### src/rtl/rom_arb_pkg.sv
// Shared types and constants for the two-requester ROM read-port arbiter.
package rom_arb_pkg;

   typedef enum logic {
      IDLE  = 1'b0,
      ISSUE = 1'b1
   } state_t;

   localparam logic REQ0 = 1'b0;
   localparam logic REQ1 = 1'b1;

   localparam int DEF_ADDR_W = 4;
   localparam int DEF_DATA_W = 8;

endpackage

### src/rtl/rom_arbiter_pick.sv
// rr_pick2: combinational two-way winner select; with ROM_ARB_FIXED_PRI_EN
// defined, requester 0 always wins and ptr is ignored.
module rr_pick2
   import rom_arb_pkg::*;
(
   input  logic req0,
   input  logic req1,
   input  logic ptr,
   output logic valid,
   output logic winner
);

   assign valid = req0 | req1;

`ifdef ROM_ARB_FIXED_PRI_EN
   logic unused_ptr;
   assign unused_ptr = ptr;
   assign winner = req0 ? REQ0 : REQ1;
`else
   // Only a genuine tie consults the pointer.
   always_comb begin
      winner = REQ0;
      if (req0 && req1)
         winner = ptr;
      else if (req1)
         winner = REQ1;
   end
`endif

endmodule

### src/rtl/rom_arbiter.sv
// rom_arbiter: shares one combinational ROM port between two requesters.
// Optional macro ROM_ARB_FIXED_PRI_EN selects fixed priority (requester 0).
module rom_arbiter
   import rom_arb_pkg::*;
#(
   parameter int ADDR_W = DEF_ADDR_W,
   parameter int DATA_W = DEF_DATA_W
)
(
   input  logic              clk,
   input  logic              rst,
   input  logic              req0,
   input  logic [ADDR_W-1:0] addr0,
   output logic              gnt0,
   output logic              rvalid0,
   output logic [DATA_W-1:0] rdata0,
   input  logic              req1,
   input  logic [ADDR_W-1:0] addr1,
   output logic              gnt1,
   output logic              rvalid1,
   output logic [DATA_W-1:0] rdata1,
   output logic              rom_e,
   output logic [ADDR_W-1:0] rom_addr,
   input  logic [DATA_W-1:0] rom_data
);

   state_t state;
   state_t next_state;
   logic   accept;
   logic   pick_vld;
   logic   pick_win;
   logic   win_p1;
   logic   ptr;

`ifdef ROM_ARB_FIXED_PRI_EN
   assign ptr = REQ0;
`else
   always_ff @(posedge clk or posedge rst) begin
      if (rst)
         ptr <= REQ0;
      else if (state == ISSUE)
         ptr <= ~win_p1;
   end
`endif

   rr_pick2 u_pick (
      .req0   (req0),
      .req1   (req1),
      .ptr    (ptr),
      .valid  (pick_vld),
      .winner (pick_win)
   );

   always_ff @(posedge clk or posedge rst) begin
      if (rst)
         state <= IDLE;
      else
         state <= next_state;
   end

   // ISSUE always lasts one cycle; the rvalid cycle is already IDLE.
   always_comb begin
      next_state = state;
      accept     = 1'b0;
      case (state)
         IDLE: begin
            if (pick_vld) begin
               next_state = ISSUE;
               accept     = 1'b1;
            end
         end
         ISSUE:   next_state = IDLE;
         default: next_state = IDLE;
      endcase
   end

   // Stage p1: grant and ROM address; stage p2: captured data back out.
   always_ff @(posedge clk or posedge rst) begin
      if (rst) begin
         win_p1   <= REQ0;
         gnt0     <= 1'b0;
         gnt1     <= 1'b0;
         rvalid0  <= 1'b0;
         rvalid1  <= 1'b0;
         rdata0   <= '0;
         rdata1   <= '0;
         rom_e    <= 1'b0;
         rom_addr <= '0;
      end else begin
         gnt0    <= 1'b0;
         gnt1    <= 1'b0;
         rvalid0 <= 1'b0;
         rvalid1 <= 1'b0;
         if (accept) begin
            win_p1   <= pick_win;
            rom_e    <= 1'b1;
            rom_addr <= (pick_win == REQ1) ? addr1 : addr0;
            gnt0     <= (pick_win == REQ0);
            gnt1     <= (pick_win == REQ1);
         end
         if (state == ISSUE) begin
            rom_e <= 1'b0;
            if (win_p1 == REQ0) begin
               rdata0  <= rom_data;
               rvalid0 <= 1'b1;
            end else begin
               rdata1  <= rom_data;
               rvalid1 <= 1'b1;
            end
         end
      end
   end

endmodule

### config.mk
export PLATFORM = sky130hd
export DESIGN_NAME = rom_arbiter
export DESIGN_NICKNAME = d
export VERILOG_FILES = /design/src/rtl/rom_arb_pkg.sv /design/src/rtl/rom_arbiter_pick.sv /design/src/rtl/rom_arbiter.sv
export SDC_FILE = /design/constraint.sdc
export NUM_CORES = 1
export LEC_CHECK = 0
export ABC_AREA = 1
export CAP_MARGIN = 20
export CELL_PAD_IN_SITES_DETAIL_PLACEMENT = 1
export CELL_PAD_IN_SITES_GLOBAL_PLACEMENT = 2
export CORE_MARGIN = 2
export CORE_UTILIZATION = 28
export CTS_BUF_LIST = sky130_fd_sc_hd__clkbuf_2 sky130_fd_sc_hd__clkbuf_4 sky130_fd_sc_hd__clkbuf_8
export DETAILED_ROUTE_END_ITERATION = 16
export PLACE_DENSITY = 0.85
export SYNTH_ARGS = -nofsm -noshare
export SYNTH_HDL_FRONTEND = slang
export SYNTH_SLANG_ARGS = --single-unit
### constraint.sdc
create_clock -name clk -period 1.4 [get_ports clk]
set_input_delay 0.21 -clock clk [delete_from_list [all_inputs] [get_ports clk]]
set_output_delay 0.21 -clock clk [all_outputs]
set_load 0.01 [all_outputs]
-- Yosys cells after proc, flatten, opt, wreduce, memory -nomap -nowiden
Cells that the tools add are included.
- register bits after elaboration: 28
- input port bits: 20
- logic and storage cells: 33
- muxes and demuxes: 14
- bitwise operators: 4
- reductions and logical operators: 4
- operators by type and width (operator ; count):
    2-to-1 mux 1 bit ; 12
    2-to-1 mux 4 bit ; 1
    AND reduction 2 bit ; 2
    inverter 1 bit ; 3
    one-hot mux 1 bit (2 select lines) ; 1
    nonzero test 2 bit ; 1
    logical AND 1 bit ; 1
    bitwise OR 1 bit ; 1

-- Longest topological paths before layout
Gate-level depths: netlist of run 1.
- depth after elaboration: 5
- mapped depth: 5

-- By module
From an unflattened synthesis of run 1, not the netlist that was laid out.
- cells, all modules: 118
- area, all modules: 1116.1 µm²
- modules (own cells, without submodules) (module ; times used ; cells each ; area each (µm²) ; sequential area each (µm²)):
    rom_arbiter ; 1 ; 113 ; 1093.5 ; 700.7
    rr_pick2 ; 1 ; 5 ; 22.5 ; 0.0

-- Least setup slack after synthesis of run 1
OpenSTA, ideal clock, no wires.
- kind: register -> register
- start point: reg state
- end point: reg rdata1[0]
- arrival time: 0.856 ns
- required time: 1.282 ns
- setup slack: 0.425 ns
- stages on the path, launching flop included: 5
- clock period less this slack: 0.975 ns
- cell sequence: dfrtp_1 nand2_4 buf_6 nand2_1 o21ai_2
- cells in the longest elaborated chain, start to end: 1
- RTL lines (what ; line ; text):
    start: declaration ; rom_arbiter.sv:27 ; state_t state;
    start signal: assignment ; rom_arbiter.sv:58 ; state <= next_state;
    AND reduction 2 bit (no line) ; -- ;
    end signal: assignment ; rom_arbiter.sv:107 ; rdata1 <= rom_data;
    end: declaration ; rom_arbiter.sv:21 ; output logic [DATA_W-1:0] rdata1,
Every way passes these cells.
A chain may end at the register's enable or synchronous reset.

-- Final worst setup path of run 1
- start point: reg rvalid1
- end point: out rvalid1
- RTL lines (what ; line ; text):
    start: declaration ; rom_arbiter.sv:20 ; output logic rvalid1,
    start signal: assignment ; rom_arbiter.sv:84 ; rvalid1 <= 1'b0;
    start signal: assignment ; rom_arbiter.sv:93 ; rvalid1 <= 1'b0;
    start signal: assignment ; rom_arbiter.sv:108 ; rvalid1 <= 1'b1;
No word-level cell between the ends.

==> results of run 1 <==
## routing by layer
| metal | track usage [%] | up-vias |
|---|---|---|
| met5 | 0 | - |
| met4 | 2.250 | 0 |
| met1 | 16.39 | 420 |
| met2 | 20.87 | 37 |
| li1 | - | 437 |
| met3 | 3.289 | 2 |
## registers in the layout (all words and copies together) (netlist names)
| name | cells |
|---|---|
| state | 1 |
| rom_addr | 4 |
| rvalid1 | 1 |
| gnt0 | 1 |
| rdata0 | 8 |
| rvalid0 | 1 |
| rom_e | 1 |
| ptr | 1 |
| gnt1 | 1 |
| win_p1 | 1 |
| rdata1 | 8 |
## power by group through the flow
stage	Sequential (mW)	Combinational (mW)	Clock, mW
after floorplan	1.29	0.376	0
after global placement	1.19	1.02	0
after detailed placement	1.21	1.05	0
after CTS	1.19	1.01	0.504
after global routing	1.21	1.06	0.542
final	1.18	0.945	0.486
## per-stage QoR
stage / area, sq um / setup WS, ps / hold WS, ps
CTS: 1682 / 0.4649 / 308.0
floorplan: 1147 / 425.3 / 275.4
global route: 1722 / 12.32 / 324.6
global placement: 1635 / 45.55 / 465.6
finish: 1722 / 63.89 / 294.7
detailed placement: 1635 / -6.880 / 473.6
## cell usage after synthesis
cell type  number  area, sq um
o21ai_4         1        16.27
dfrtp_1        28        700.7
buf_6           2        22.52
nand2_4         2        22.52
inv_1          13        48.80
buf_4           1        7.510
o21ai_0         2        10.01
nand4_1         4        25.02
inv_2           1        3.750
o21ai_2        16        140.1
a21oi_1         1        5.000
nand2_1        25        93.84
nor2_1          3        11.26
nand3_1         8        40.04
## logic make-up after synthesis
family	after synthesis	synth area share [%]
flops	28	61.07
buf+inv	17	7.197
compound gates	20	14.94
simple gates	42	16.79
## final cells by class
| type | count | area share (%) |
|---|---|---|
| multi-input cells | 62 | 21.15 |
| clock buffers | 4 | 3.198 |
| well taps | 50 | 3.634 |
| repair buffers | 46 | 28.27 |
| flip-flops and latches | 28 | 40.70 |
| inverters | 14 | 3.052 |
## worst max path at each step
stage | start | end | slack, ps | cells after the start
CTS | rdata1[1]$_DFFE_PP0P_ | rdata1[1] | 0.5 | 1
finish | rvalid1$_DFF_PP0_ | rvalid1 | 60 | 1
global route | rvalid1$_DFF_PP0_ | rvalid1 | 10 | 1
detailed placement | req1 | rom_addr[3]$_DFFE_PP0P_ | -7 | 5
floorplan | state$_DFF_PP0_ | rdata1[0]$_DFFE_PP0P_ | 430 | 4
global placement | req1 | rom_addr[1]$_DFFE_PP0P_ | 50 | 5
==> results.md, run 1 <==
- After floorplanning, the core was sized to cover 3971 sq um.
- The largest net degree at the start of global routing is 29.
- Yosys printed 0 warnings.
- The detailed-routed wire length on met2 is 1219 um.
- The total of flip-flops plus latches after synthesis is 28.
- Across the run, the number of max-cap violations was 0.
- The highest net fanout along the worst path is 1.
- For this run, the detailed router's first-pass iteration total came to 2.
- The overall die height is 68.02 um.
- The mean area per synthesized cell is 10.72 sq um.
- The power after layout is 2.610 mW.
- The number of endpoints failing setup at the final stage is 0.
- The aggregate global routing overflow is 0.
- Clock-pin slew was measured on the worst setup and hold paths at 90 ps.
- For this design the ratio of total power to cell area is 1516 nW/um^2.
- The share of total power dissipated in the clock network is 18.6%.
- Global routing used 12.48% of the available tracks.
- The proportion of total power due to net switching is 31.89%.
- The worst register-to-register path has a depth of 3.
- The initial antenna violation count is 0.
- The die span in x is 68.02 um.
- The worst register-to-register path begins at state$_DFF_PP0_.
- Once the floorplan was initialized, standard cells occupied 28.89% of the core.
- The core utilization of the finished layout is 43.35%.
- The register area is 700.7 sq um.
- The count of nets left with antenna violations after detail routing is 0.
- Counting along the longest clock path gives a buffer depth of 2.
- Input and output buffers added on the ports amount to 44.
- The tightest min-delay check is of the primary input to asynchronous set/reset pin type.
- The slack of the worst reg-to-reg path is 320 ps.
- The type of element launching the critical path is a flop.
- The worst vdd rail ir drop is 448.1 uV.
- After clock tree synthesis, the repair step resized 7 gates.
- The internal portion of total power is 1.777 mW.
- Walking the worst path, the cells encountered are clkdlybuf4s50_1.
- In this run the top signal layer used is met4.
- STA classifies the critical path endpoint as a primary output.
- The post-route netlist has 16.88% of its cells at a drive strength greater than 1.
- The required time at the endpoint of the critical path is 1190 ps.
- The static leakage is 0.9897 nW.
- The largest individual stage delay along the critical path comes from the cell clkdlybuf4s50_1.
- Row generation in the floorplan step produced 23 rows.
- The minimum clock period is 1336 ps.
- The average via count per standard cell is 4.392.
- In the final routing, the length of wire on met1 measures 1120 um.
- Detailed routing inserted a total of 896 vias.
- The post-CTS setup buffer count is 0.
- The placed instance count is 200.
- The share of the clock period used by the worst path is 95.44%.
- The die outline area is 4626 sq um.
- Setup repair after global routing left no endpoint under its margin.
- The total nets after synthesis is 127.
- In this run the number of H-tree levels came out at 1.
- The worst register-to-register path ends at rom_addr[3]$_DFFE_PP0P_.
- The cell sitting at the root of the clock tree is a clkbuf_8.
- In this run, the number of DRC markers left after iteration 0 of detailed routing was 19.
- The critical path is of the flop to primary output type.
- The area added between synthesis and finish is 50.05%.
- The multi-input logic area is 364.1 sq um.
- The count of final hold-check violations is 0.
- The netlist area before placement is 1147 sq um.
- The CTS buffer count is 3.
- The final layout contains routed wiring with a total length of 2575 um.
- After routing, the total negative slack on setup checks comes to 0 ps.
- Hold repair after CTS inserted 0 buffers.
- In the layout the commonest cells are dfrtp_1, nand2_1, clkdlybuf4s50_1.
- Sequential cells were found to cover 61.07% of the synthesized design area.
- Summed over all nets, the half-perimeter wirelength after detailed placement is 1991 um.
- The via count of the first global-routing pass is 975.
- The gate family responsible for the most delay along the worst path is buffers and inverters.
- The synthesized instance count is 107.
- The count of buffering cells on the critical path with inverters included is 1.
- The reported net switching power is 0.8322 mW.
- The number of different library cells used by synthesis comes to 14.
- The wire length of the first global-routing pass is 4388 um.
- The count of filler cells inserted in the layout is 449.
- In the detailed route, the total length drawn on met3 is 219 um.
- After detailed routing, the number of remaining DRC violations is 0.
- The flow ran to the end, and the final reports show no timing, DRC or antenna violations.
- The number of top-level pins is 45.
- The number of pins exceeding their max-slew limit in the final report is 0.
- The clock reaches the later pin of the worst-skew pair after 270 ps.
- The count of nets after finishing is 175.
- The critical path data arrival time is 1130 ps.
- The clock drives 28 sinks.
- The slew at the pin closest to its max-slew limit is 344.5 ps.
- After detailed routing, the average wire length per cell comes to 12.62 um.
- Routability-driven placement finished with a final weighted congestion of 0.8171.
- The proportion of power drawn by flip-flops and latches is 45.2%.
- The combinational group share of total power is 36.2%.
- For this run, the top clock speed supported by timing is 748.4 MHz.
- The maximum single-stage delay on the critical path is 530 ps.
- For the final database, setup skew stands at 3.105 ps.
- Leaving out fill and tap cells, the most frequent cell in the layout is dfrtp_1.
- The count of placed standard cells in the final layout, fillers left out is 204.
- The worst slew margin relative to its limit is 77.04%.
- TritonCTS built the clock tree.
- The final antenna diode count is 0.
No activity file was read; power rests on OpenSTA's default activity.
==> run 2, diff against run 1 <==
--- a/config.mk
+++ b/config.mk
@@ -14,6 +14,7 @@
 export CTS_BUF_LIST = sky130_fd_sc_hd__clkbuf_2 sky130_fd_sc_hd__clkbuf_4 sky130_fd_sc_hd__clkbuf_8
 export DETAILED_ROUTE_END_ITERATION = 16
 export PLACE_DENSITY = 0.85
+export SLEW_MARGIN = 20
 export SYNTH_ARGS = -nofsm -noshare
 export SYNTH_HDL_FRONTEND = slang
 export SYNTH_SLANG_ARGS = --single-unit
==> results of run 2 <==
No change in the layout: final DEF, timing and power equal those of run 1.
